--- src/rtl/rem_operand_ctrl.sv ---
// Operand-entry and result-capture controller for a combinational rem unit.
// Operands arrive serially on load rising edges; the result is captured after a fixed settle time.
module rem_operand_ctrl #(
  parameter int WIDTH         = 3,
  parameter int SETTLE_CYCLES = 2
) (
  input  logic             clk,
  input  logic             rst,
  input  logic             clr,
  input  logic [WIDTH-1:0] data_in,
  input  logic             load,
  input  logic [WIDTH-1:0] rem_in,
  input  logic             divbyzero_in,
  output logic [WIDTH-1:0] numerator,
  output logic [WIDTH-1:0] denominator,
  output logic [WIDTH-1:0] result,
  output logic             err,
  output logic             result_valid,
  output logic             done,
  output logic             busy,
  output logic [1:0]       state_o
);

  typedef enum logic [1:0] {
    IDLE     = 2'd0,
    WAIT_DEN = 2'd1,
    SETTLE   = 2'd2,
    SHOW     = 2'd3
  } state_t;

  localparam logic [3:0] CNT_LAST = 4'(SETTLE_CYCLES - 1);

  state_t           state_q;
  logic             load_q;
  logic [3:0]       cnt_q;
  logic [WIDTH-1:0] num_q;
  logic [WIDTH-1:0] den_q;
  logic [WIDTH-1:0] res_q;
  logic             err_q;
  logic             valid_q;
  logic             done_q;
  logic             load_rise_s;

  assign load_rise_s = load & ~load_q;

  // Operand entry, settle timing and result capture; clr aborts, rst overrides everything.
  always_ff @(posedge clk) begin
    if (rst) begin
      state_q <= IDLE;
      load_q  <= 1'b1;
      cnt_q   <= 4'd0;
      num_q   <= '0;
      den_q   <= '0;
      res_q   <= '0;
      err_q   <= 1'b0;
      valid_q <= 1'b0;
      done_q  <= 1'b0;
    end else begin
      load_q <= load;
      done_q <= 1'b0;
      if (clr) begin
        state_q <= IDLE;
        cnt_q   <= 4'd0;
        num_q   <= '0;
        den_q   <= '0;
        res_q   <= '0;
        err_q   <= 1'b0;
        valid_q <= 1'b0;
      end else begin
        case (state_q)
          IDLE: begin
            if (load_rise_s) begin
              num_q   <= data_in;
              valid_q <= 1'b0;
              state_q <= WAIT_DEN;
            end
          end
          WAIT_DEN: begin
            if (load_rise_s) begin
              den_q   <= data_in;
              cnt_q   <= 4'd0;
              state_q <= SETTLE;
            end
          end
          SETTLE: begin
            // Load edges seen here are dropped on purpose so operands stay stable.
            if (cnt_q == CNT_LAST) begin
              res_q   <= rem_in;
              err_q   <= divbyzero_in;
              valid_q <= 1'b1;
              done_q  <= 1'b1;
              state_q <= SHOW;
            end else begin
              cnt_q <= cnt_q + 4'd1;
            end
          end
          SHOW: begin
            if (load_rise_s) begin
              num_q   <= data_in;
              valid_q <= 1'b0;
              state_q <= WAIT_DEN;
            end
          end
          default: state_q <= IDLE;
        endcase
      end
    end
  end

  assign numerator    = num_q;
  assign denominator  = den_q;
  assign result       = res_q;
  assign err          = err_q;
  assign result_valid = valid_q;
  assign done         = done_q;
  assign busy         = (state_q == SETTLE);
  assign state_o      = state_q;

endmodule

--- config.mk ---
export PLATFORM = sky130hd
export DESIGN_NAME = rem_operand_ctrl
export DESIGN_NICKNAME = d
export VERILOG_FILES = /design/src/rtl/rem_operand_ctrl.sv
export SDC_FILE = /design/constraint.sdc
export NUM_CORES = 1
export LEC_CHECK = 0
export BUFFER_PORTS_ARGS = -buffer_cell sky130_fd_sc_hd__buf_2
export CAP_MARGIN = 25
export CORE_MARGIN = 8
export CORE_UTILIZATION = 40
export DETAILED_ROUTE_END_ITERATION = 12
export PLACE_DENSITY = 0.7
export SKIP_CTS_REPAIR_TIMING = 1
export SYNTH_ARGS = -nofsm -noshare
export SYNTH_HDL_FRONTEND = slang
export SYNTH_SLANG_ARGS = --single-unit
--- constraint.sdc ---
create_clock -name clk -period 3.7 [get_ports clk]
set_clock_uncertainty 0.2 [all_clocks]
set_input_delay 0.185 -clock clk [delete_from_list [all_inputs] [get_ports clk]]
set_output_delay 0.185 -clock clk [all_outputs]
set_load 0.005 [all_outputs]
# Word level (Yosys, flattened, before mapping)
# Index checks and enable logic that the tools add are counted.
# word_totals
input_bits,11
word_cells,44
out_inout_bits,15
ff_bits,19
# classes
n_mux,11
eq_ne,8
reduce_logical,12
addsub,1
bitwise_logic,3
# op_table
operator,count
3-bit AND reduction,3
4-bit two-way mux,2
4-bit case mux with 2 select lines,1
2-bit two-way mux,3
2-bit case mux with 3 select lines,1
2-bit AND reduction,3
4-bit by 1-bit adder with 4-bit output (second input constant),1
2-bit == test (second input constant),2
4-bit by 1-bit == test with 1-bit output (second input constant),1
2-bit by 1-bit inequality test with 1-bit output (second input constant),2
2-bit inequality test (second input constant),2
2-bit nonzero test,2
2-bit OR reduction,2
1-bit two-way mux,3
3-bit OR reduction,1
2-bit by 1-bit == test with 1-bit output (second input constant),1
2-bit zero test,1
1-bit NOT,2
1-bit case mux with 2 select lines,1
1-bit AND,1

# Depth between registers and ports, before layout
# depth
word_depth,4
ltp_mapped,6
mapped_depth_nobuf,5

# Worst setup path after synthesis
# No wires, ideal clock.
# synth_timing
kind,register -> register
start,"reg state_q[0], in the netlist state_o[0]"
end,"reg valid_q, in the netlist result_valid"
n_path_buf,0
path_slack_ns,1.884
setup_time_ns,0.119
period_less_slack_ns,1.816
stages_incl_launch_ff,6
required_time_ns,3.381
arrival_ns,1.497
path_cell_list,dfxtp_1 > inv_1 > ha_1 > nand3b_1 > or2_2 > o221a_2
# synth_between
elab_chain_cells,4
elab_cells_between_ends,9
classes_between,4 x eq/ne; 1 x mux; 4 x reduce/logical
# synth_lines
element,line_no,text
start: declaration,33,state_t state_q;
start signal: assignment,49,state_q <= IDLE;
start signal: assignment,62,state_q <= IDLE;
start signal: assignment,75,state_q <= WAIT_DEN;
2-bit == test or 2-bit zero test (tied branches),70,case (state_q)
2-bit OR reduction (no source line),-,
2-bit by 1-bit inequality test with 1-bit output (no source line) or 2-bit nonzero test (tied branches),-,
3-bit AND reduction (no source line),-,
end signal: assignment,68,valid_q <= 1'b0;
end signal: assignment,74,valid_q <= 1'b0;
end signal: assignment,90,valid_q <= 1'b1;
end: declaration,40,logic valid_q;
# Parallel ways exist; a longest one is shown, timed or not.
# A chain may end at the register's enable or synchronous reset.

# Worst setup path after layout
# Same ends and word-level chain as after synthesis.

==> Implementation_results.wiki <==
{| class="wikitable"
! Metric !! Value
|-
| Highest ir drop seen on vdd || 0.2085 mV
|-
| Fraction of layout cells with a size suffix above 1 || 27.69%
|-
| Relative slew slack || 66.63%
|-
| Internal cell power || 0.2714 mW
|-
| Post-synthesis sequential element count || 19
|-
| Input/output buffers || 25
|-
| Top-area cell type share of the netlist area || 43.55%
|-
| # rows || 17
|-
| Filler cell count || 222
|-
| Gate Count Post-Synth || 95
|-
| F_max || 0.5100 GHz
|-
| Drt wl/cell || 14.08 um
|-
| First-pass GRT wire length || 3.939 mm
|-
| Die Y || 62.73 um
|-
| Endpoints failing hold || 0
|-
| Worst Setup End Kind || flip-flop
|-
| Cell chain of the critical path || inv_1, ha_1, nand3b_1, or2_2, o221a_2
|-
| Global routing usage summed across all routing layers || 11.99%
|-
| Initial detailed-routing violation count || 12
|-
| Clock power share || 29.7%
|-
| Max cap viols || 0
|-
| Final count of negative-setup-slack endpoints || 0
|-
| CTS root buf || sky130_fd_sc_hd__clkbuf_4
|-
| Synthesis-to-finish area growth || 30.37%
|-
| Hold Crit Class || in -> reg
|-
| Placed Area || 1021 sq um
|-
| Unique masters post-synth || 31
|-
| Reg2Reg Capture Point || result_valid$_SDFFE_PP0P_
|-
| Worst Setup EP || result_valid$_SDFFE_PP0P_
|-
| Total number of vias || 827
|-
| Total wire length || 2.224 mm
|-
| Core Region || 2127 sq um
|-
| Die ar. || 3934 sq um
|-
| Required time of the worst setup path || 3.71 ns
|-
| Crit path buf inv count || 1
|-
| Initial antenna violation count || 0
|-
| Hold WS || 0.05642 ns
|-
| Via count normalized by instance count || 5.234
|-
| Combinational group share of total power || 12.8%
|-
| Worst setup path startpoint || state_o[0]$_SDFFE_PP0P_
|-
| # diodes || 0
|-
| Post-Syn Area || 873.3 sq um
|-
| 1st-pass router iterations || 4
|-
| Launch instance of the worst min-delay path || clr
|-
| Synth area leader || sky130_fd_sc_hd__dfxtp_1
|-
| Remaining design rule violation count || 0
|-
| CP arrival || 1.97 ns
|-
| Startpoint Class || flip-flop
|-
| Part of the total power dissipated in sequential elements || 57.6%
|-
| Unrepaired setup endpoints after global routing || no
|-
| Fraction of power spent switching nets || 25.70%
|-
| Non-Filler Cell Area, Final || 1139 sq um
|-
| Cell area power density || 320.8 nW/um^2
|-
| Via count of the first global-routing pass || 863
|-
| Final worst path period need || 1.961 ns
|-
| Clock buffer count from CTS || 3
|-
| Cell class contributing the biggest share of worst-path delay || simple AND/OR/NAND/NOR gates
|-
| Remaining Overflow, GRT || 0
|-
| Clock transition at the registers of the reported paths || 0.11 ns
|-
| Clock insertion delay at the later pin of the skew report || 0.30 ns
|-
| Utilization after layout || 53.53%
|-
| Post-synthesis area per instance || 9.193 sq um
|-
| Cell type of the slowest stage on the worst timing path || sky130_fd_sc_hd__dfxtp_1
|-
| Maximum number of pins on one net before global-route repair || 16
|-
| Final count of pins violating max slew || 0
|-
| Depth of the most critical reg-to-reg path || 5
|-
| Run status || finished, final reports clean
|-
| H-tree lvl count || 1
|-
| Starting utilization of the core area || 41.06%
|-
| Fin crit share || 52.99%
|-
| CTS tree || yes
|-
| Category of the most critical setup path || reg -> reg
|-
| Sequential share of the synthesized area || 43.55%
|-
| Biggest cell delay along the critical path || 0.42 ns
|-
| Launch instance of the worst register-to-register path || state_o[0]$_SDFFE_PP0P_
|-
| Synthesized netlist net count || 111
|-
| Number of buffers on the longest clock path || 2
|-
| Horizontal die dimension || 62.73 um
|-
| Instance count on the critical path || 5
|-
| Slew @ Worst Pin || 0.4988 ns
|-
| Warnings from Yosys || 0
|-
| Weighted congestion reported at the end of routability-driven placement || 0.7996
|-
| DPL Wire Length || 1.589 mm
|-
| Register-to-register path setup slack || 1.74 ns
|-
| Leak Pwr || 0.5038 nW
|-
| Number of nets still failing antenna checks after routing || 0
|-
| Ports || 26
|-
| Critical path peak fanout || 5
|-
| Cell types occupying the most area after synthesis || sky130_fd_sc_hd__dfxtp_1 (44%), sky130_fd_sc_hd__ha_1 (7.2%), sky130_fd_sc_hd__nand2_1 (5.6%)
|-
| Summed negative setup slack over all endpoints || 0 ns
|-
| Reported net switching power || 0.09388 mW
|-
| # clock sinks || 19
|-
| Number of nets in the layout || 147
|}
area by class of cell:
cell class / instances / area (sq um) / share of cell area, %
repair buffers: 34 / 215.2 / 18.90
multi-input cells: 69 / 465.4 / 40.88
flip-flops and latches: 19 / 380.4 / 33.41
well taps: 28 / 35.03 / 3.077
inverters: 4 / 15.01 / 1.319
clock buffers: 3 / 22.52 / 1.978
clock inverters: 1 / 5.005 / 0.4396
cell families after synthesis:
family / after synthesis / synth area share, %
mux: 4 / 4.585
simple gates: 36 / 21.49
flops: 19 / 43.55
fa+ha+maj: 5 / 7.163
compound gates: 24 / 20.06
buf+inv: 7 / 3.151
tightest hold or removal path, delay by kind of cell:
family / cells / cell delay (ns)
buf+inv: 1 / 0.08
simple gates: 1 / 0.11
compound gates: 1 / 0.15
state kept, by name, summed over array words and instances, names as in the netlist:
name          count
load_q            1
denominator       3
state_o           2
result            3
result_valid      1
err               1
numerator         3
done              1
cnt_q             4
metrics by stage:
step                      power [mW]  setup slack (ns)  instances
final                         0.3653             1.739        158
after CTS                     0.3582             1.743        149
after global placement        0.2520             1.863        145
after global routing          0.3855             1.617        158
after floorplan               0.2389             1.884         95
after detailed placement      0.2534             1.796        145
how the worst min path moves through the flow:
stage	to	depth (start not counted)
6_report	state_o[1]$_SDFFE_PP0P_	3
5_1_grt	state_o[1]$_SDFFE_PP0P_	3
4_1_cts	load_q$_SDFF_PP1_	2
3_5_place_dp	load_q$_SDFF_PP1_	2
3_3_place_gp	load_q$_SDFF_PP1_	2
2_1_floorplan	load_q$_SDFF_PP1_	1
Yosys cell counts:
library cell	count
sky130_fd_sc_hd__o211a_1	1
sky130_fd_sc_hd__clkinv_1	1
sky130_fd_sc_hd__a22o_1	1
sky130_fd_sc_hd__inv_1	3
sky130_fd_sc_hd__or3_1	1
sky130_fd_sc_hd__nand2_1	13
sky130_fd_sc_hd__nand3_1	1
sky130_fd_sc_hd__nor3b_1	2
sky130_fd_sc_hd__dfxtp_1	19
sky130_fd_sc_hd__and3b_1	1
sky130_fd_sc_hd__a32o_1	1
sky130_fd_sc_hd__nor2_1	7
sky130_fd_sc_hd__clkbuf_1	2
sky130_fd_sc_hd__or2_2	3
sky130_fd_sc_hd__nor3_1	2
sky130_fd_sc_hd__o221ai_1	1
sky130_fd_sc_hd__or3b_1	1
sky130_fd_sc_hd__nor2b_1	1
sky130_fd_sc_hd__and4bb_2	1
sky130_fd_sc_hd__a2bb2oi_1	2
sky130_fd_sc_hd__a211oi_2	1
sky130_fd_sc_hd__nand2b_1	1
sky130_fd_sc_hd__nand3b_1	2
sky130_fd_sc_hd__o2bb2ai_1	2
sky130_fd_sc_hd__mux2i_1	4
sky130_fd_sc_hd__o21ai_0	4
sky130_fd_sc_hd__ha_1	5
sky130_fd_sc_hd__o221a_2	2
sky130_fd_sc_hd__a21oi_1	8
sky130_fd_sc_hd__buf_2	1
sky130_fd_sc_hd__a211oi_1	1
routing by layer:
metal | part of all wire, % | up-vias | GRT usage [%]
met4 | 1.7 | 0 | 4.843
met3 | 4.9 | 5 | 4.301
met5 | 0 | - | 0
met2 | 51 | 18 | 19.92
li1 | - | 408 | -
met1 | 42 | 396 | 13.56
cells in the final DEF, fill, tap and decap left out, types with 2 or more instances in the layout:
cell,instances
sky130_fd_sc_hd__a21oi_1,8
sky130_fd_sc_hd__a2bb2oi_1,2
sky130_fd_sc_hd__buf_2,25
sky130_fd_sc_hd__clkbuf_4,3
sky130_fd_sc_hd__dfxtp_1,19
sky130_fd_sc_hd__dlygate4sd3_1,9
sky130_fd_sc_hd__ha_1,5
sky130_fd_sc_hd__inv_1,3
sky130_fd_sc_hd__mux2i_1,4
sky130_fd_sc_hd__nand2_1,13
sky130_fd_sc_hd__nand3b_1,2
sky130_fd_sc_hd__nor2_1,7
sky130_fd_sc_hd__nor3_1,2
sky130_fd_sc_hd__nor3b_1,2
sky130_fd_sc_hd__o21ai_0,4
sky130_fd_sc_hd__o221a_2,2
sky130_fd_sc_hd__o2bb2ai_1,2
sky130_fd_sc_hd__or2_2,3
power by group through the flow:
| stage | clock network, mW | logic, mW | registers [mW] |
|---|---|---|---|
| after floorplan | 0 | 0.0242 | 0.215 |
| after global routing | 0.123 | 0.0516 | 0.211 |
| after detailed placement | 0 | 0.0385 | 0.215 |
| after global placement | 0 | 0.0373 | 0.215 |
| final | 0.108 | 0.0466 | 0.210 |
| after CTS | 0.109 | 0.0389 | 0.210 |
No activity file was read; power rests on OpenSTA's default activity.
